## config.mk

```make
export PLATFORM = sky130hd
export DESIGN_NAME = display_sequencer_flat
export DESIGN_NICKNAME = d
export VERILOG_FILES = /design/src/rtl/display_sequencer_if.sv /design/src/rtl/display_sequencer.sv /design/src/flat_wrapper.sv
export SDC_FILE = /design/constraint.sdc
export NUM_CORES = 1
export LEC_CHECK = 0
export CORE_ASPECT_RATIO = 1.25
export CORE_MARGIN = 8
export CORE_UTILIZATION = 57
export DETAILED_ROUTE_END_ITERATION = 8
export PLACE_DENSITY = 0.85
export SYNTH_ARGS = -nofsm -noshare
export SYNTH_HDL_FRONTEND = slang
export SYNTH_SLANG_ARGS = --single-unit
```

## constraint.sdc

```tcl
create_clock -name clk -period 5.1 [get_ports clk]
set_clock_uncertainty 0.2 [all_clocks]
set_input_delay 1.02 -clock clk [delete_from_list [all_inputs] [get_ports clk]]
set_output_delay 1.02 -clock clk [all_outputs]
set_load 0.01 [all_outputs]
```

## src/rtl/display_sequencer_if.sv

```systemverilog
// Matrix handshake and display-controller signals for display_sequencer.
// master: compute/display side; slave: the sequencer.
interface display_sequencer_if;
  logic       in_valid;
  logic       in_ready;
  logic [7:0] in_c11;
  logic [7:0] in_c12;
  logic [7:0] in_c21;
  logic [7:0] in_c22;
  logic       disp_reg_en;
  logic [7:0] disp_c11;
  logic [7:0] disp_c12;
  logic [7:0] disp_c21;
  logic [7:0] disp_c22;
  logic       disp_is_done;

  modport master (
    output in_valid, in_c11, in_c12, in_c21, in_c22, disp_is_done,
    input  in_ready, disp_reg_en, disp_c11, disp_c12, disp_c21, disp_c22
  );

  modport slave (
    input  in_valid, in_c11, in_c12, in_c21, in_c22, disp_is_done,
    output in_ready, disp_reg_en, disp_c11, disp_c12, disp_c21, disp_c22
  );
endinterface

```

## src/rtl/display_sequencer.sv

```systemverilog
// Buffers 2x2 result matrices and sequences them into the display controller
// with a done watchdog and dwell timer. Optional frame counter: DISP_SEQ_FRAME_CNT_EN.
module display_sequencer #(
  parameter int unsigned DWELL_CYCLES   = 100000000,
  parameter int unsigned TIMEOUT_CYCLES = 200000000,
  parameter int unsigned TMR_W          = 28
) (
  input  logic               clk,
  input  logic               rst,
  input  logic               abort,
  display_sequencer_if.slave bus,
  output logic               busy,
  output logic               frame_done,
  output logic               timeout_err
`ifdef DISP_SEQ_FRAME_CNT_EN
  ,
  output logic [15:0]        frame_cnt
`endif
);

  localparam logic [1:0] S_IDLE  = 2'd0;
  localparam logic [1:0] S_LOAD  = 2'd1;
  localparam logic [1:0] S_WAIT  = 2'd2;
  localparam logic [1:0] S_DWELL = 2'd3;

  localparam logic [TMR_W-1:0] DWELL_LAST   = TMR_W'(DWELL_CYCLES - 1);
  localparam logic [TMR_W-1:0] TIMEOUT_LAST = TMR_W'(TIMEOUT_CYCLES - 1);

  logic [1:0]       state_q, state_d;
  logic             pend_vld_q, pend_vld_d;
  logic [31:0]      pend_q, pend_d;
  logic [31:0]      disp_q, disp_d;
  logic [TMR_W-1:0] timer_q, timer_d;
  logic             frame_done_q, frame_done_d;
  logic             timeout_err_q, timeout_err_d;
  logic             accept;
`ifdef DISP_SEQ_FRAME_CNT_EN
  logic [15:0]      frame_cnt_q, frame_cnt_d;
`endif

  // abort blocks the accept, so an offered matrix is never captured that cycle
  assign accept = bus.in_valid && !pend_vld_q && !abort;

  always_comb begin
    state_d       = state_q;
    pend_vld_d    = pend_vld_q;
    pend_d        = pend_q;
    disp_d        = disp_q;
    timer_d       = timer_q;
    frame_done_d  = 1'b0;
    timeout_err_d = timeout_err_q;

    if (accept) begin
      pend_d     = {bus.in_c11, bus.in_c12, bus.in_c21, bus.in_c22};
      pend_vld_d = 1'b1;
    end

    case (state_q)
      S_IDLE: begin
        if (pend_vld_q) begin
          disp_d     = pend_q;
          pend_vld_d = 1'b0;
          state_d    = S_LOAD;
        end
      end
      S_LOAD: begin
        timer_d = '0;
        state_d = S_WAIT;
      end
      S_WAIT: begin
        // done wins over a watchdog expiry in the same cycle
        if (bus.disp_is_done) begin
          timer_d = '0;
          state_d = S_DWELL;
        end else if (timer_q == TIMEOUT_LAST) begin
          timeout_err_d = 1'b1;
          state_d       = S_IDLE;
        end else begin
          timer_d = timer_q + 1'b1;
        end
      end
      S_DWELL: begin
        timer_d = timer_q + 1'b1;
        if (timer_q == DWELL_LAST) begin
          frame_done_d = 1'b1;
          state_d      = S_IDLE;
        end
      end
      default: state_d = S_IDLE;
    endcase

    if (abort) begin
      state_d       = S_IDLE;
      pend_vld_d    = 1'b0;
      timer_d       = '0;
      disp_d        = disp_q;
      frame_done_d  = 1'b0;
      timeout_err_d = timeout_err_q;
    end
  end

`ifdef DISP_SEQ_FRAME_CNT_EN
  always_comb begin
    frame_cnt_d = frame_cnt_q + {15'd0, frame_done_d};
  end
`endif

  always_ff @(posedge clk or negedge rst) begin
    if (!rst) begin
      state_q       <= S_IDLE;
      pend_vld_q    <= 1'b0;
      pend_q        <= '0;
      disp_q        <= '0;
      timer_q       <= '0;
      frame_done_q  <= 1'b0;
      timeout_err_q <= 1'b0;
`ifdef DISP_SEQ_FRAME_CNT_EN
      frame_cnt_q   <= '0;
`endif
    end else begin
      state_q       <= state_d;
      pend_vld_q    <= pend_vld_d;
      pend_q        <= pend_d;
      disp_q        <= disp_d;
      timer_q       <= timer_d;
      frame_done_q  <= frame_done_d;
      timeout_err_q <= timeout_err_d;
`ifdef DISP_SEQ_FRAME_CNT_EN
      frame_cnt_q   <= frame_cnt_d;
`endif
    end
  end

  assign bus.in_ready    = !pend_vld_q;
  assign bus.disp_reg_en = (state_q == S_LOAD) && !abort;
  assign bus.disp_c11    = disp_q[31:24];
  assign bus.disp_c12    = disp_q[23:16];
  assign bus.disp_c21    = disp_q[15:8];
  assign bus.disp_c22    = disp_q[7:0];
  assign busy            = (state_q != S_IDLE);
  assign frame_done      = frame_done_q;
  assign timeout_err     = timeout_err_q;
`ifdef DISP_SEQ_FRAME_CNT_EN
  assign frame_cnt       = frame_cnt_q;
`endif

endmodule

```

## src/flat_wrapper.sv

```systemverilog
// flat-port wrapper written by rule: the top's interface ports become plain ports
module display_sequencer_flat 
#(
  parameter int unsigned DWELL_CYCLES   = 100000000,
  parameter int unsigned TIMEOUT_CYCLES = 200000000,
  parameter int unsigned TMR_W          = 28
)
  (clk, rst, abort, busy, frame_done, timeout_err, bus_in_valid, bus_in_c11, bus_in_c12, bus_in_c21, bus_in_c22, bus_disp_is_done, bus_in_ready, bus_disp_reg_en, bus_disp_c11, bus_disp_c12, bus_disp_c21, bus_disp_c22);
  display_sequencer_if bus_i ();
  input  logic clk;
  input  logic rst;
  input  logic abort;
  output logic busy;
  output logic frame_done;
  output logic timeout_err;
  input wire logic [$bits(bus_i.in_valid)-1:0] bus_in_valid;
  input wire logic [$bits(bus_i.in_c11)-1:0] bus_in_c11;
  input wire logic [$bits(bus_i.in_c12)-1:0] bus_in_c12;
  input wire logic [$bits(bus_i.in_c21)-1:0] bus_in_c21;
  input wire logic [$bits(bus_i.in_c22)-1:0] bus_in_c22;
  input wire logic [$bits(bus_i.disp_is_done)-1:0] bus_disp_is_done;
  output wire logic [$bits(bus_i.in_ready)-1:0] bus_in_ready;
  output wire logic [$bits(bus_i.disp_reg_en)-1:0] bus_disp_reg_en;
  output wire logic [$bits(bus_i.disp_c11)-1:0] bus_disp_c11;
  output wire logic [$bits(bus_i.disp_c12)-1:0] bus_disp_c12;
  output wire logic [$bits(bus_i.disp_c21)-1:0] bus_disp_c21;
  output wire logic [$bits(bus_i.disp_c22)-1:0] bus_disp_c22;
  assign bus_i.in_valid = bus_in_valid;
  assign bus_i.in_c11 = bus_in_c11;
  assign bus_i.in_c12 = bus_in_c12;
  assign bus_i.in_c21 = bus_in_c21;
  assign bus_i.in_c22 = bus_in_c22;
  assign bus_i.disp_is_done = bus_disp_is_done;
  assign bus_in_ready = bus_i.in_ready;
  assign bus_disp_reg_en = bus_i.disp_reg_en;
  assign bus_disp_c11 = bus_i.disp_c11;
  assign bus_disp_c12 = bus_i.disp_c12;
  assign bus_disp_c21 = bus_i.disp_c21;
  assign bus_disp_c22 = bus_i.disp_c22;
  display_sequencer #(.DWELL_CYCLES(DWELL_CYCLES), .TIMEOUT_CYCLES(TIMEOUT_CYCLES), .TMR_W(TMR_W)) u_core (.clk(clk), .rst(rst), .abort(abort), .bus(bus_i), .busy(busy), .frame_done(frame_done), .timeout_err(timeout_err));
endmodule
```

# Word-level counts from Yosys, hierarchy flattened
# Cells that the tools add are included.
# op_classes
muxes,17
bitwise_logic,2
reduce_logical,12
eq_ne,9
add_sub_neg,1
# ops
op,n
28-bit 2-to-1 mux,3
28-bit case mux with 3 select lines,1
"28-bit by 1-bit adder with 28-bit output, second input constant",1
"28-bit by 27-bit equality test with 1-bit output, second input constant",1
"28-bit equality test, second input constant",1
2-bit 2-to-1 mux,5
2-bit case mux with 4 select lines,1
1-bit 2-to-1 mux,7
"3-bit by 2-bit inequality test with 1-bit output, second input constant",2
3-bit AND reduction,2
"2-bit equality test, second input constant",2
"4-bit by 3-bit inequality test with 1-bit output, second input constant",1
"4-bit inequality test, second input constant",1
4-bit AND reduction,1
4-bit nonzero test,1
1-bit logical AND,3
"2-bit by 1-bit equality test with 1-bit output, second input constant",1
1-bit zero test,2
2-bit zero test,1
1-bit inverter,2
2-bit AND reduction,1
2-bit nonzero test,1
# totals
output_inout_bits,37
inputBits,37
register_bits,97

# Longest topological paths before layout
# Gate-level depths: netlist of the first run.
# logic_depth
depth_word,7
depth_mapped,8

# Least setup slack after synthesis of the first run
# No wires, ideal clock.
# synth_timing
path_type,in2out
startpoint,input port abort
endpoint,output port bus_disp_reg_en
path_slack_ns,2.254
required_time_ns,3.880
t_arrival_ns,1.626
stages,3
cell_sequence,clkbuf_1 > clkbuf_1 > nor2b_1
# synth_via
elab_chain_cells,2
# synth_rtl
element,line_no,rtl
from (decl),flat_wrapper.sv:12,input logic abort;
1-bit zero test,display_sequencer.sv:135,assign bus.disp_reg_en = (state_q == S_LOAD) && !abort;
1-bit logical AND,display_sequencer.sv:135,
to (decl),flat_wrapper.sv:23,output wire logic [$bits(bus_i.disp_reg_en)-1:0] bus_disp_reg_en;
# No other way between the ends.

# Worst setup path after layout of the first run
# Same ends and word-level chain as after synthesis.

==> results of run 1 <==
[power by group]
part	internal, mW	switching, mW
Combinational	0.440	0.326
Sequential	0.956	0.0985
Clock	0.184	0.278
Total	1.58	0.703
[how the worst min path moves through the flow]
stage,startpoint,endpoint,slack [ps],cells after the start
final,u_core.timeout_err$_DFFE_PN0P_,u_core.timeout_err$_DFFE_PN0P_,290,2
after global routing,u_core.timeout_err$_DFFE_PN0P_,u_core.timeout_err$_DFFE_PN0P_,330,2
after CTS,u_core.timeout_err$_DFFE_PN0P_,u_core.timeout_err$_DFFE_PN0P_,300,2
after detailed placement,u_core.timeout_err$_DFFE_PN0P_,u_core.timeout_err$_DFFE_PN0P_,280,2
after global placement,u_core.timeout_err$_DFFE_PN0P_,u_core.timeout_err$_DFFE_PN0P_,260,2
after floorplan,u_core.pend_q[1]$_DFFE_PN0P_,u_core.disp_q[1]$_DFFE_PN0P_,280,1
[critical path, delay by kind of cell]
kind / cells / cell delay (ps)
buf+inv: 3 / 1150
simple gates: 1 / 120
[layout by cell type, fill, tap and decap left out, types with 3 or more instances in the layout]
master / n
nand2_1: 20
mux2i_1: 3
clkdlybuf4s50_1: 72
inv_1: 11
nand3_1: 15
or4_1: 6
nand4b_1: 3
nand2b_1: 5
dfrtp_1: 97
clkbuf_8: 9
clkinvlp_4: 3
nand4_1: 12
mux2_2: 64
xnor2_1: 4
o2111ai_1: 7
or3_1: 4
o31ai_1: 6
ha_1: 6
a21oi_1: 6
xor2_1: 8
nor2_1: 21
and3_1: 8
nor3_1: 5
buf_4: 5
[kinds of logic after synthesis]
kind of cell | Yosys count | share of synthesized area (%)
xor gates and xnor gates | 12 | 2.397
DFF | 97 | 55.35
adders and majority gates | 6 | 1.712
AOI/OAI and AO/OA | 41 | 7.389
buffers and inverters | 24 | 2.254
and+or+nand+nor | 111 | 13.78
muxes | 67 | 17.12
[layout make-up]
type / count / area share (%)
flip-flops and latches: 97 / 45.10
inverters: 11 / 0.7671
well taps: 92 / 2.139
multi-input cells: 237 / 34.59
clock buffers: 10 / 2.371
clock inverters: 6 / 0.9530
repair buffers: 77 / 14.09
[layer usage]
layer / GRT usage (%) / share of wire [%] / up-vias
met2: 30.20 / 49 / 110
met4: 8.977 / 2.3 / 0
met1: 22.38 / 41 / 1558
met5: 0 / 0 / -
li1: - / - / 1469
met3: 5.709 / 8.5 / 18
[synth_stat cells, drive strengths merged (3+ instances only)]
| master | n | share of area, % |
|---|---|---|
| a21oi | 6 | 0.68 |
| nand2 | 20 | 1.7 |
| or4 | 6 | 1.0 |
| nand4 | 12 | 1.7 |
| nand3 | 15 | 1.7 |
| ha | 6 | 1.7 |
| nand2b | 5 | 0.71 |
| xnor2 | 4 | 0.80 |
| buf | 4 | 0.54 |
| clkbuf | 9 | 0.77 |
| xor2 | 8 | 1.6 |
| o2111ai | 7 | 1.4 |
| nor2 | 22 | 1.9 |
| inv | 11 | 0.94 |
| nor3 | 5 | 0.57 |
| mux2i | 3 | 0.68 |
| or3 | 4 | 0.57 |
| nand4b | 3 | 0.60 |
| dfrtp | 97 | 55 |
| mux2 | 64 | 16 |
| and3 | 8 | 1.1 |
| o21ai | 4 | 0.54 |
| o31ai | 6 | 1.0 |
[registers in the layout (all words and copies together), names as in the netlist]
register	cells
u_core.pend_q	32
u_core.state_q	2
u_core.frame_done	1
u_core.pend_vld_q	1
u_core.disp_q	32
u_core.timer_q	28
u_core.timeout_err	1
[per-stage QoR]
| stage | worst slack (ps) | utilization [%] | area [sq um] |
|---|---|---|---|
| final | 1593 | 72.73 | 5383 |
| after CTS | 1575 | 72.73 | 5383 |
| after global routing | 1549 | 72.73 | 5383 |
| after detailed placement | 1581 | 70.31 | 5204 |
| after floorplan | 2254 | - | 4385 |
| after global placement | 1573 | 70.31 | 5204 |
==> impl_metrics.json, run 1 <==
{
  "drive_above_1_share_pct": 20.55,
  "slew_headroom_pct": 46.27,
  "place_hpwl_mm": 6.799,
  "clkSinkCount": 97,
  "dr_total_vias": 3155,
  "stdcell_count": 530,
  "n_antenna_cell": 0,
  "multiInputGateArea_sq_um": 1862,
  "clk_pin_slew_ps": 100,
  "drc_errors": 0,
  "wl_per_cell_um": 17.95,
  "fmax_ghz": 0.2851,
  "die-area_sq_um": 10770,
  "row_count": 35,
  "outcome": "completed",
  "critical_path_class": "input pin to output port",
  "place.port_buffers": 73,
  "crit_path_end_kind": "output port",
  "worst_ep_arrival_time_ps": 2290,
  "hp-class": "flop to flop",
  "synth.ff_latch_count": 97,
  "ys_seq_area_share_pct": 55.35,
  "reg2reg_slack_ps": 2170,
  "p_per_area_nw_per_um2": 424.2,
  "crit_fanout": 17,
  "ys.flop_type": "dfrtp_1",
  "drv_cap": 0,
  "fillers": 504,
  "first_iter_violations": 219,
  "ctsHoldBuffers": 0,
  "tritoncts": "done",
  "regArea_sq_um": 2427,
  "tightestPinTransition_ps": 798.6,
  "post_cts_resized": 0,
  "grt_pass1_vias": 3295,
  "routed_wl_mm": 9.513,
  "power_leakage_nw": 2.228,
  "clk_latency_ps": 360,
  "fin_crit_sh_pct": 68.77,
  "gp_congestion": 0.8898,
  "hold_viol": 0,
  "grt_use_total_pct": 18.82,
  "grt_pass1_wl_mm": 16.08,
  "critPathLaunch": "abort",
  "fp.dieH_um": 114.1,
  "start_util_pct": 59.26,
  "antenna_found_initial": 0,
  "core_sq_um": 7401,
  "final.setup.tns_ps": 0,
  "cp-start-kind": "input pin",
  "r2r_cells": 6,
  "die_w_um": 94.46,
  "worstPathRequired_ps": 3880,
  "layout_min_cycle_time_ps": 3507,
  "cpMostUsedCell": "clkdlybuf4s50_1",
  "ys_async_sr_fraction_pct": 100.0,
  "synth_cells": 358,
  "yosys_warnings": 0,
  "irDropWorstVdd_uv": 325.9,
  "rsz0062_at_grt": "no",
  "cts-root-buf": "clkbuf_8",
  "grt_start_max_net_pins": 53,
  "slew_viol_final": 0,
  "endpoint": "bus_disp_reg_en",
  "io_pins": 74,
  "cp_cell_sequence": "clkdlybuf4s50_1 -> buf_4 -> nor2b_1 -> clkdlybuf4s50_1",
  "overflow": 0,
  "setup_viol_count_final": 0,
  "syn-num-nets": 401,
  "crit_slowest_cell": "clkdlybuf4s50_1",
  "cts_buffers": 9,
  "synth.distinct_cells": 47,
  "ant_nets": 0,
  "reg2reg_from": "u_core.timer_q[0]$_DFFE_PN0P_",
  "dr.pass1.iters": 4,
  "postSynthAreaPerCell_sq_um": 12.25,
  "cts.htree.levels": 3,
  "post-cts-setup-buffer-count": 0,
  "max_stage_delay_ps": 550,
  "reg2reg_to": "u_core.state_q[1]$_DFFE_PN0P_",
  "area_growth_pct": 22.74,
  "fin_nets": 476,
  "clockBufferDepth": 2,
  "detail_route.vias_per_cell": 5.953,
  "syn_area_sq_um": 4385,
  "synth_edf_count": 0,
  "fin_hold_ws_ps": 293.8,
  "finalPower_mw": 2.284,
  "dp_cells": 514
}
Power figures use the tool's default switching activity.
==> run 2: changes to the inputs <==
- CORE_UTILIZATION: 57 -> 53
- PLACE_DENSITY: 0.85 -> 0.8
- clock period: 5.1 -> 3.4 ns (I/O delays scaled with it)
==> impl_metrics.json, run 2 (synthesis results as in run 1) <==
{
  "cts-root-buf": "clkbuf_8",
  "start_util_pct": 53.82,
  "crit_path_end_kind": "flop",
  "place_area_sq_um": 5245,
  "drive_above_1_share_pct": 21.09,
  "io_pins": 74,
  "cpLargestDelayFamily": "simple AND/OR/NAND/NOR gates",
  "fin_crit_sh_pct": 85.57,
  "cp-start-kind": "flop",
  "grt_start_max_net_pins": 55,
  "routed_wl_mm": 9.773,
  "irDropWorstVdd_uv": 412.7,
  "cp_cell_sequence": "ha_1 -> nand3_1 -> or4_1 -> o21ai_2 -> a22oi_1 -> o22ai_1",
  "n_antenna_cell": 0,
  "clkSinkCount": 97,
  "die_w_um": 97.36,
  "setup_viol_count_final": 0,
  "grt_pass1_vias": 3320,
  "slew_headroom_pct": 53.82,
  "fillers": 623,
  "clockBufferDepth": 2,
  "dr.pass1.iters": 5,
  "place_ws_ps": 396.6,
  "layout_min_cycle_time_ps": 2909,
  "fin_nets": 479,
  "drc_errors": 0,
  "dr_total_vias": 3207,
  "detail_route.vias_per_cell": 5.961,
  "place_hpwl_mm": 7.088,
  "cp_num_buf_inv": 0,
  "overflow": 0,
  "fmax_ghz": 0.3437,
  "post-cts-setup-buffer-count": 0,
  "grt_pass1_wl_mm": 16.34,
  "regArea_sq_um": 2427,
  "ctsHoldBuffers": 0,
  "grt_use_total_pct": 17.10,
  "final_common_cell": "dfrtp_1",
  "final.setup.tns_ps": 0,
  "worst_ep_arrival_time_ps": 2990,
  "max_stage_delay_ps": 770,
  "hold_viol": 0,
  "mostFrequentLayoutCells": "dfrtp_1 (97), clkdlybuf4s50_1 (72), mux2_2 (64), nor2_1 (21), nand2_1 (20)",
  "area_growth_pct": 23.82,
  "ant_nets": 0,
  "clk_latency_ps": 360,
  "power_leakage_nw": 2.261,
  "finalPower_mw": 3.459,
  "first_iter_violations": 201,
  "critical_path_class": "flop to flop",
  "cts_buffers": 9,
  "top_regs": "u_core.disp_q: 32 flops, u_core.pend_q: 32 flops, u_core.timer_q: 28 flops",
  "fp.dieH_um": 117.7,
  "hp-class": "input pin to asynchronous set/reset pin",
  "outcome": "completed",
  "post_cts_resized": 0,
  "tritoncts": "done",
  "row_count": 37,
  "drv_cap": 0,
  "multiInputGateArea_sq_um": 1862,
  "wl_per_cell_um": 18.17,
  "gp_congestion": 0.9117,
  "setup_ws_ps": 490.7,
  "tightestPinTransition_ps": 692.6,
  "slew_viol_final": 0,
  "fin_area_sq_um": 5430,
  "crit_fanout": 16,
  "p_per_area_nw_per_um2": 637.0,
  "crit_slowest_cell": "or4_1",
  "place.port_buffers": 73,
  "rsz0062_at_grt": "no",
  "clk_pin_slew_ps": 100,
  "die-area_sq_um": 11460,
  "antenna_found_initial": 0,
  "cts.htree.levels": 3,
  "worstPathRequired_ps": 3480,
  "core_sq_um": 8148
}
==> run 2: changes by cell type in the layout (fill, tap and decap cells not counted), sizes merged <==
cell | before | now
buf | 5 | 8
clkinvlp | 3 | 0
clkinv | 0 | 2
inv | 14 | 15
==> run 2: final cells by class <==
cell class | instances | share of cell area [%]
clock inverters | 6 | 1.060
flip-flops and latches | 97 | 44.70
inverters | 11 | 0.7604
well taps | 97 | 2.235
multi-input cells | 237 | 34.29
repair buffers | 80 | 14.61
clock buffers | 10 | 2.350
==> run 2: final timing paths <==
check,cells after the start,slack [ps],endpoint,from
worst min register to register,2,300,u_core.timeout_err$_DFFE_PN0P_,u_core.timeout_err$_DFFE_PN0P_
max in group asynchronous,2,2170,u_core.pend_q[22]$_DFFE_PN0P_,rst
min in group clk,2,300,u_core.timeout_err$_DFFE_PN0P_,u_core.timeout_err$_DFFE_PN0P_
worst min-delay path,1,160,u_core.timer_q[24]$_DFFE_PN0P_,rst
worst max register to register,6,490,u_core.timer_q[2]$_DFFE_PN0P_,u_core.timer_q[0]$_DFFE_PN0P_
worst max-delay path,6,490,u_core.timer_q[2]$_DFFE_PN0P_,u_core.timer_q[0]$_DFFE_PN0P_
==> run 2: metrics by stage <==
step	hold WS [ps]	instances	utilization [%]
floorplan	184.4	358	-
global placement	264.4	522	64.37
detailed placement	270.7	522	64.37
CTS	168.3	538	66.65
global route	215.1	538	66.65
finish	158.4	538	66.65
==> run 2: report_power, final <==
part | internal, mW | switching (mW)
logic | 0.668 | 0.501
registers | 1.43 | 0.147
clock network | 0.285 | 0.425
==> run 2: routing by layer <==
layer / wire length (um) / part of all wire, % / GRT usage (%) / up-vias
li1: - / - / - / 1467
met1: 3870 / 40 / 19.23 / 1617
met2: 4946 / 51 / 28.31 / 108
met3: 778 / 8.0 / 6.048 / 15
met4: 178 / 1.8 / 7.787 / 0
met5: 0 / 0 / 0 / -
